**config.mk**
```make
export PLATFORM = sky130hd
export DESIGN_NAME = muldiv_unit
export DESIGN_NICKNAME = d
export VERILOG_FILES = /design/src/rtl/muldiv_unit.sv
export SDC_FILE = /design/constraint.sdc
export NUM_CORES = 1
export LEC_CHECK = 0
export BUFFER_PORTS_ARGS = -buffer_cell sky130_fd_sc_hd__buf_2
export CAP_MARGIN = 25
export CORE_MARGIN = 2
export CORE_UTILIZATION = 55
export DETAILED_ROUTE_END_ITERATION = 8
export PLACE_DENSITY = 0.75
export RECOVER_POWER = 50
export SLEW_MARGIN = 20
export SYNTH_ARGS = -nofsm -noshare
export SYNTH_HDL_FRONTEND = slang
export SYNTH_SLANG_ARGS = --single-unit
```
**constraint.sdc**
```tcl
create_clock -name clk -period 5.9 [get_ports clk]
set_input_delay 0.59 -clock clk [delete_from_list [all_inputs] [get_ports clk]]
set_output_delay 0.59 -clock clk [all_outputs]
set_load 0.01 [all_outputs]
```
**src/rtl/muldiv_unit.sv**
```systemverilog
// Iterative MULT/MULTU/DIV/DIVU engine owning HI/LO; shift-add multiply, restoring divide.
// Latency: start edge t0 -> done pulse and HI/LO valid after edge t0+WIDTH+1.
// Backpressure: busy high for WIDTH+1 cycles; start and MTHI/MTLO are dropped while busy.
module muldiv_unit #(
  parameter int WIDTH = 32
) (
  input  logic             clk,
  input  logic             reset,
  input  logic             start,
  input  logic [1:0]       op,
  input  logic [WIDTH-1:0] srca,
  input  logic [WIDTH-1:0] srcb,
  input  logic             wr_hi,
  input  logic             wr_lo,
  input  logic [WIDTH-1:0] wdata,
  output logic             busy,
  output logic             done,
  output logic [WIDTH-1:0] hi,
  output logic [WIDTH-1:0] lo
);

  localparam int CW = $clog2(WIDTH);

  typedef enum logic [1:0] {IDLE, RUN, FINISH} state_t;

  state_t             state_q, state_d;
  logic [CW-1:0]      cnt_q;
  logic               is_div_q, neg_q_q, neg_r_q, dz_q;
  logic [WIDTH-1:0]   opb_q;
  logic [2*WIDTH-1:0] acc_q;
  logic [WIDTH-1:0]   rem_q;
  logic [WIDTH-1:0]   hi_q, lo_q;
  logic               done_q;

  logic [WIDTH-1:0]   a_abs, b_abs;
  logic [WIDTH:0]     mul_sum;
  logic [WIDTH:0]     div_shift;
  logic               div_ge;
  logic [WIDTH-1:0]   div_sub;
  logic [2*WIDTH-1:0] prod_fix;
  logic [WIDTH-1:0]   quo_fix, rem_fix;

  always_comb begin
    a_abs = (op[0] && srca[WIDTH-1]) ? -srca : srca;
    b_abs = (op[0] && srcb[WIDTH-1]) ? -srcb : srcb;

    // Multiply: acc = {partial product, remaining multiplier bits}; opb holds |multiplicand|.
    mul_sum = {1'b0, acc_q[2*WIDTH-1:WIDTH]} +
              (acc_q[0] ? {1'b0, opb_q} : {(WIDTH+1){1'b0}});

    // Divide: acc low half shifts the dividend out and the quotient in; opb holds |divisor|.
    div_shift = {rem_q, acc_q[WIDTH-1]};
    div_ge    = div_shift >= {1'b0, opb_q};
    div_sub   = div_shift[WIDTH-1:0] - opb_q;

    prod_fix = neg_q_q ? -acc_q : acc_q;
    // A zero divisor leaves |srca| in the remainder, so the usual sign fix restores raw srca.
    quo_fix  = dz_q ? {WIDTH{1'b1}}
                    : (neg_q_q ? -acc_q[WIDTH-1:0] : acc_q[WIDTH-1:0]);
    rem_fix  = neg_r_q ? -rem_q : rem_q;
  end

  always_comb begin
    state_d = state_q;
    case (state_q)
      IDLE:    if (start) state_d = RUN;
      RUN:     if (cnt_q == CW'(WIDTH-1)) state_d = FINISH;
      FINISH:  state_d = IDLE;
      default: state_d = IDLE;
    endcase
  end

  always_ff @(posedge clk or negedge reset) begin
    if (!reset) begin
      state_q  <= IDLE;
      cnt_q    <= '0;
      is_div_q <= 1'b0;
      neg_q_q  <= 1'b0;
      neg_r_q  <= 1'b0;
      dz_q     <= 1'b0;
      opb_q    <= '0;
      acc_q    <= '0;
      rem_q    <= '0;
      hi_q     <= '0;
      lo_q     <= '0;
      done_q   <= 1'b0;
    end else begin
      state_q <= state_d;
      done_q  <= 1'b0;
      case (state_q)
        IDLE: begin
          if (wr_hi) hi_q <= wdata;
          if (wr_lo) lo_q <= wdata;
          if (start) begin
            cnt_q    <= '0;
            is_div_q <= op[1];
            neg_q_q  <= op[0] & (srca[WIDTH-1] ^ srcb[WIDTH-1]);
            neg_r_q  <= op[0] & srca[WIDTH-1];
            dz_q     <= op[1] & (srcb == '0);
            rem_q    <= '0;
            if (op[1]) begin
              acc_q <= {{WIDTH{1'b0}}, a_abs};
              opb_q <= b_abs;
            end else begin
              acc_q <= {{WIDTH{1'b0}}, b_abs};
              opb_q <= a_abs;
            end
          end
        end
        RUN: begin
          cnt_q <= cnt_q + 1'b1;
          if (is_div_q) begin
            rem_q             <= div_ge ? div_sub : div_shift[WIDTH-1:0];
            acc_q[WIDTH-1:0]  <= {acc_q[WIDTH-2:0], div_ge};
          end else begin
            acc_q <= {mul_sum, acc_q[WIDTH-1:1]};
          end
        end
        FINISH: begin
          if (is_div_q) begin
            hi_q <= rem_fix;
            lo_q <= quo_fix;
          end else begin
            hi_q <= prod_fix[2*WIDTH-1:WIDTH];
            lo_q <= prod_fix[WIDTH-1:0];
          end
          done_q <= 1'b1;
        end
        default: ;
      endcase
    end
  end

  assign busy = (state_q != IDLE);
  assign done = done_q;
  assign hi   = hi_q;
  assign lo   = lo_q;

endmodule

```
Yosys cells after proc, flatten, opt, wreduce, memory -nomap -nowiden
Cells that the tools add are included.
- $add $sub $neg: 8
- $lt $le $gt $ge: 1
- equality and inequality tests: 9
- muxes and demuxes: 29
- bitwise operators: 4
- reductions and logical operators: 14
- operators with widths (operator ; number):
    32-bit two-way mux ; 17
    32-bit case mux with 2 select lines ; 3
    64-bit two-way mux ; 2
    32-bit negator ; 4
    64-bit case mux with 2 select lines ; 1
    64-bit negator ; 1
    32-bit by 32-bit adder with 33-bit output ; 1
    33-bit by 32-bit >= comparator with 1-bit output ; 1
    32-bit zero test ; 1
    32-bit subtractor ; 1
    2-bit != test, second input constant ; 6
    5-bit case mux with 2 select lines ; 1
    2-bit AND reduction ; 5
    3-bit AND reduction ; 2
    2-bit nonzero test ; 3
    5-bit by 1-bit adder with 5-bit output, second input constant ; 1
    5-bit equality test, second input constant ; 1
    5-bit two-way mux ; 1
    2-bit two-way mux ; 2
    2-bit case mux with 2 select lines ; 1
    1-bit bitwise AND ; 3
    2-bit by 1-bit equality test with 1-bit output, second input constant ; 1
    2-bit equality test, second input constant ; 1
    1-bit logical AND ; 2
    other kinds (3) ; 3
- register bits: 204
- bits of input ports: 103
- output and inout port bits: 66
- word-level logic and storage cells: 78

Longest topological paths before layout
- word-level depth: 5
- mapped depth: 14
- mapped depth without buffers: 13

Worst setup path before layout
Ideal clock, no wire load.
- path kind: register to register
- start point: register acc_q[0]
- end point: register acc_q[62]
- library setup time: 133 ps
- data arrival time: 3215 ps
- required time: 5767 ps
- slack: 2551 ps
- cell stages (with the launch flop): 14
- buffers on the path: 1
- clock period less this slack: 3349 ps
- path through: dfrtp_1 > inv_1 > clkbuf_1 > nor2_1 > ha_1 > a21o_1 > a21o_1 > a221o_1 > a2111oi_0 > nor2_1 > or4_1 > a31oi_1 > xor2_1 > o21ai_0
- cells in the longest elaborated chain, start to end: 4
- RTL lines (element ; RTL line ; RTL):
    start: declaration ; 30 ; logic [2*WIDTH-1:0] acc_q;
    start signal: assignment ; 102 ; acc_q <= {{WIDTH{1'b0}}, a_abs};
    start signal: assignment ; 105 ; acc_q <= {{WIDTH{1'b0}}, b_abs};
    start signal: indexed assignment ; 114 ; acc_q[WIDTH-1:0] <= {acc_q[WIDTH-2:0], div_ge};
    32-bit two-way mux ; 49 ; (acc_q[0] ? {1'b0, opb_q} : {(WIDTH+1){1'b0}});
    32-bit by 32-bit adder with 33-bit output ; 48 ; mul_sum = {1'b0, acc_q[2*WIDTH-1:WIDTH]} +
    32-bit two-way mux ; 112 ; if (is_div_q) begin
    64-bit case mux with 2 select lines ; 90 ; case (state_q)
No other way between the ends. The select of a mux whose other input is x is not followed.
A chain may end at the register's enable or synchronous reset.

Final worst setup path
- start point: register rem_q[5]
- end point: register rem_q[4]
- cells in the longest elaborated chain, start to end: 4
- RTL lines (element ; RTL line ; RTL):
    start: declaration ; 31 ; logic [WIDTH-1:0] rem_q;
    start signal: assignment ; 113 ; rem_q <= div_ge ? div_sub : div_shift[WIDTH-1:0];
    33-bit by 32-bit >= comparator with 1-bit output ; 53 ; div_ge = div_shift >= {1'b0, opb_q};
    32-bit two-way mux ; 113 ;
    32-bit two-way mux ; 112 ;
    32-bit case mux with 2 select lines ; 90 ;
No other way between the ends. The select of a mux whose other input is x is not followed.

==> results.yml <==
synthesis:
  avgSynthCellArea_sq_um: 7.98
  synth_area_sq_um: 16300
  async_reset_ff_frac: 1.00
  syn-num-nets: 2213
  synth_seq_area_share: 0.314
  yosysUniqueCellTypes: 76
  synth-edff-count: 0
  synth_top_area_cell: "dfrtp_1"
  synth_warnings: 0
  synth_top_area_frac: 0.314
  synth_area_leaders: "dfrtp_1 31%, o21ai_0 7.1%, xnor2_1 6.2%"
  synthFlopType: "dfrtp_1"
  syn_inst: 2038
  synth-seq-cells: 204
detailed_routing:
  antenna_left: 0
  vias: 16400
  vias_per_cell: 6.48
  drt-pass1-iter-count: 5
  routed_wirelength_um: 59800
  wl_per_cell_um: 23.6
  dr.first_iter.drc_count: 1927
  drc_errors: 0
clock_tree:
  cts_tree: "yes"
  cts_sinks: 204
  clockBufferDepth: 3
  cts_hold_buf: 0
  cts.reportedPaths.clkPinSlew_ns: 0.06
  numCtsBuffers: 25
  clock-root-buffer: "clkbuf_16"
  htreeDepth: 1
  clk_latency_ns: 0.53
  postCtsSetupRepairBufs: 0
  cts_resized: 0
setup_path:
  max_stage_delay_ns: 0.65
  critPathSlowestCell: "o41a_2"
  critPathTopFamily: "compound AO/OA/AOI/OAI gates"
  critPathArrivalTime_ns: 4.51
  crit_chain: "ha_1 > nand4_1 > or3b_2 > a311oi_1 > o41a_1 > a31oi_1 > o41a_2 > buf_16 > nor3_1 > a21oi_1 > o21ai_0"
  rrSetupSlack_ns: 1.83
  path_class: "reg -> reg"
  crit_fanout: 32
  regToRegStartpoint: "rem_q[5]"
  r2r_cells: 11
  r2r_end: "rem_q[4]"
  end_kind: "flip-flop"
  critPathBufInv: 1
  worstSetupStartpointType: "flip-flop"
  critPathRequiredTime_ns: 6.34
placed_design:
  place.gp.congestion: 1.04
  preCtsSetupSlack_ns: 1.78
  hpwl_um: 46400
  portBuffers: 168
power_and_ir_drop:
  peakVddDrop_mv: 0.353
  power_density_nw_per_um2: 642
  p_leak_nw: 7.77
die:
  die_h_um: 176
  io_pins: 169
  die-area_sq_um: 31000
  core_sq_um: 28900
  rows: 62
  fp.dieW_um: 176
  initial_utilization: 0.562
outcome:
  outcome: "complete, but fails checks"
  violations: "max-capacitance violations, max-slew violations"
sta:
  worst_pin_slew_ns: 3.07
  finClkSkew_ns: 0.0145
  period_share: 0.690
  fin_setup_tns_ns: 0
  worst_slack_ns: 1.83
  whs_ns: 0.110
  setup_viol: 0
  drv_slew: 52
  slew_headroom: -1.04
  hold_viol: 0
  rsz0062_at_grt: "false"
  clock.fmax_ghz: 0.246
  post-route-min-period_ns: 4.07
global_route:
  grt_max_degree: 93
  grt_pass1_vias: 15100
  overflow: 0
  antenna_found_initial: 1
  grt_pass1_wl_um: 90700
  globalRouteTotalUtil: 0.381
min_path:
  hp-class: "in -> async"
layout:
  most-common-layout-cells: "237 x nand2_1, 230 x o21ai_0, 202 x dfrtp_1"
  area_growth_pct: 11.4
  fin_nets: 2309
  n_antenna_cell: 0
  drive_gt1_frac: 0.0940
  utilization: 0.626
  final_common_cell: "nand2_1"
flow_run:
  drv_cap: 1
metrics by stage:
stage                     instance area [sq um]  total power, mW  instances
after floorplan                           16300             7.57       2038
after global placement                    17300             9.68       2485
after detailed placement                  17300             9.79       2488
after CTS                                 18200             11.4       2530
after global routing                      18100             12.4       2533
final                                     18100             11.6       2533
worst max path at each step:
stage | start | endpoint | slack, ns | cells past startpoint
2_1_floorplan | acc_q[0] | acc_q[62] | 2.55 | 13
3_3_place_gp | acc_q[0] | acc_q[62] | 1.69 | 12
3_5_place_dp | rem_q[5] | rem_q[28] | 1.78 | 9
4_1_cts | rem_q[5] | rem_q[19] | 1.75 | 9
5_1_grt | reset | is_div_q | 1.51 | 2
6_report | rem_q[5] | rem_q[4] | 1.83 | 11
sequential cells by signal, indices dropped and copies added, names as in the netlist:
name and cells:
dz_q 1, rem_q 32, done 1, opb_q 32, hi 32, lo 32, cnt_q 5, neg_r_q 1
acc_q 64, neg_q_q 1, is_div_q 1, state_q 2
logic make-up after synthesis:
family                     after synthesis  synth area share
AOI/OAI and AO/OA                      704             0.270
xor gates and xnor gates               201             0.108
adders and majority gates               72            0.0563
buffers and inverters                  188            0.0439
DFF                                    204             0.314
muxes                                   44            0.0272
and+or+nand+nor                        625             0.180
where the power goes:
group / internal [mW] / switching, mW / total, mW
Clock: 1.00 / 0.623 / 1.62
Sequential: 2.08 / 0.962 / 3.04
Combinational: 2.67 / 4.30 / 6.97
Total: 5.75 / 5.88 / 11.6
cell type report:
class	instances	area [sq um]
Clock inverter	12	188
Clock buffer	30	654
Tap cell	384	480
Timing Repair Buffer	191	977
Fill cell	2591	10800
Sequential cell	204	5110
Multi-Input combinational cell	1646	10500
Inverter	66	248
worst register-to-register path, stage by stage, from the launching register on:
cell and delay, ns:
dfrtp_1 0.47, ha_1 0.42, nand4_1 0.21, or3b_2 0.52
a311oi_1 0.52, o41a_1 0.32, a31oi_1 0.21, o41a_2 0.65
buf_16 0.26, nor3_1 0.21, a21oi_1 0.05, o21ai_0 0.15
synth_stat cells, types with 43 or more instances:
cell,n
xnor2_1,116
dfrtp_1,204
mux2i_1,43
ha_1,70
clkbuf_1,110
o22ai_1,45
nand2_1,237
xor2_1,85
a21oi_1,153
nand3_1,47
inv_1,64
nor2_1,151
o21ai_0,230
metal layers:
metal / GRT usage / vias up / wire [um]
met5: 0 / - / 0
met4: 0.175 / 0 / 3240
met3: 0.0493 / 143 / 5250
met2: 0.595 / 913 / 26100
met1: 0.529 / 7768 / 25100
li1: - / 7586 / -
Power figures use the tool's default switching activity.
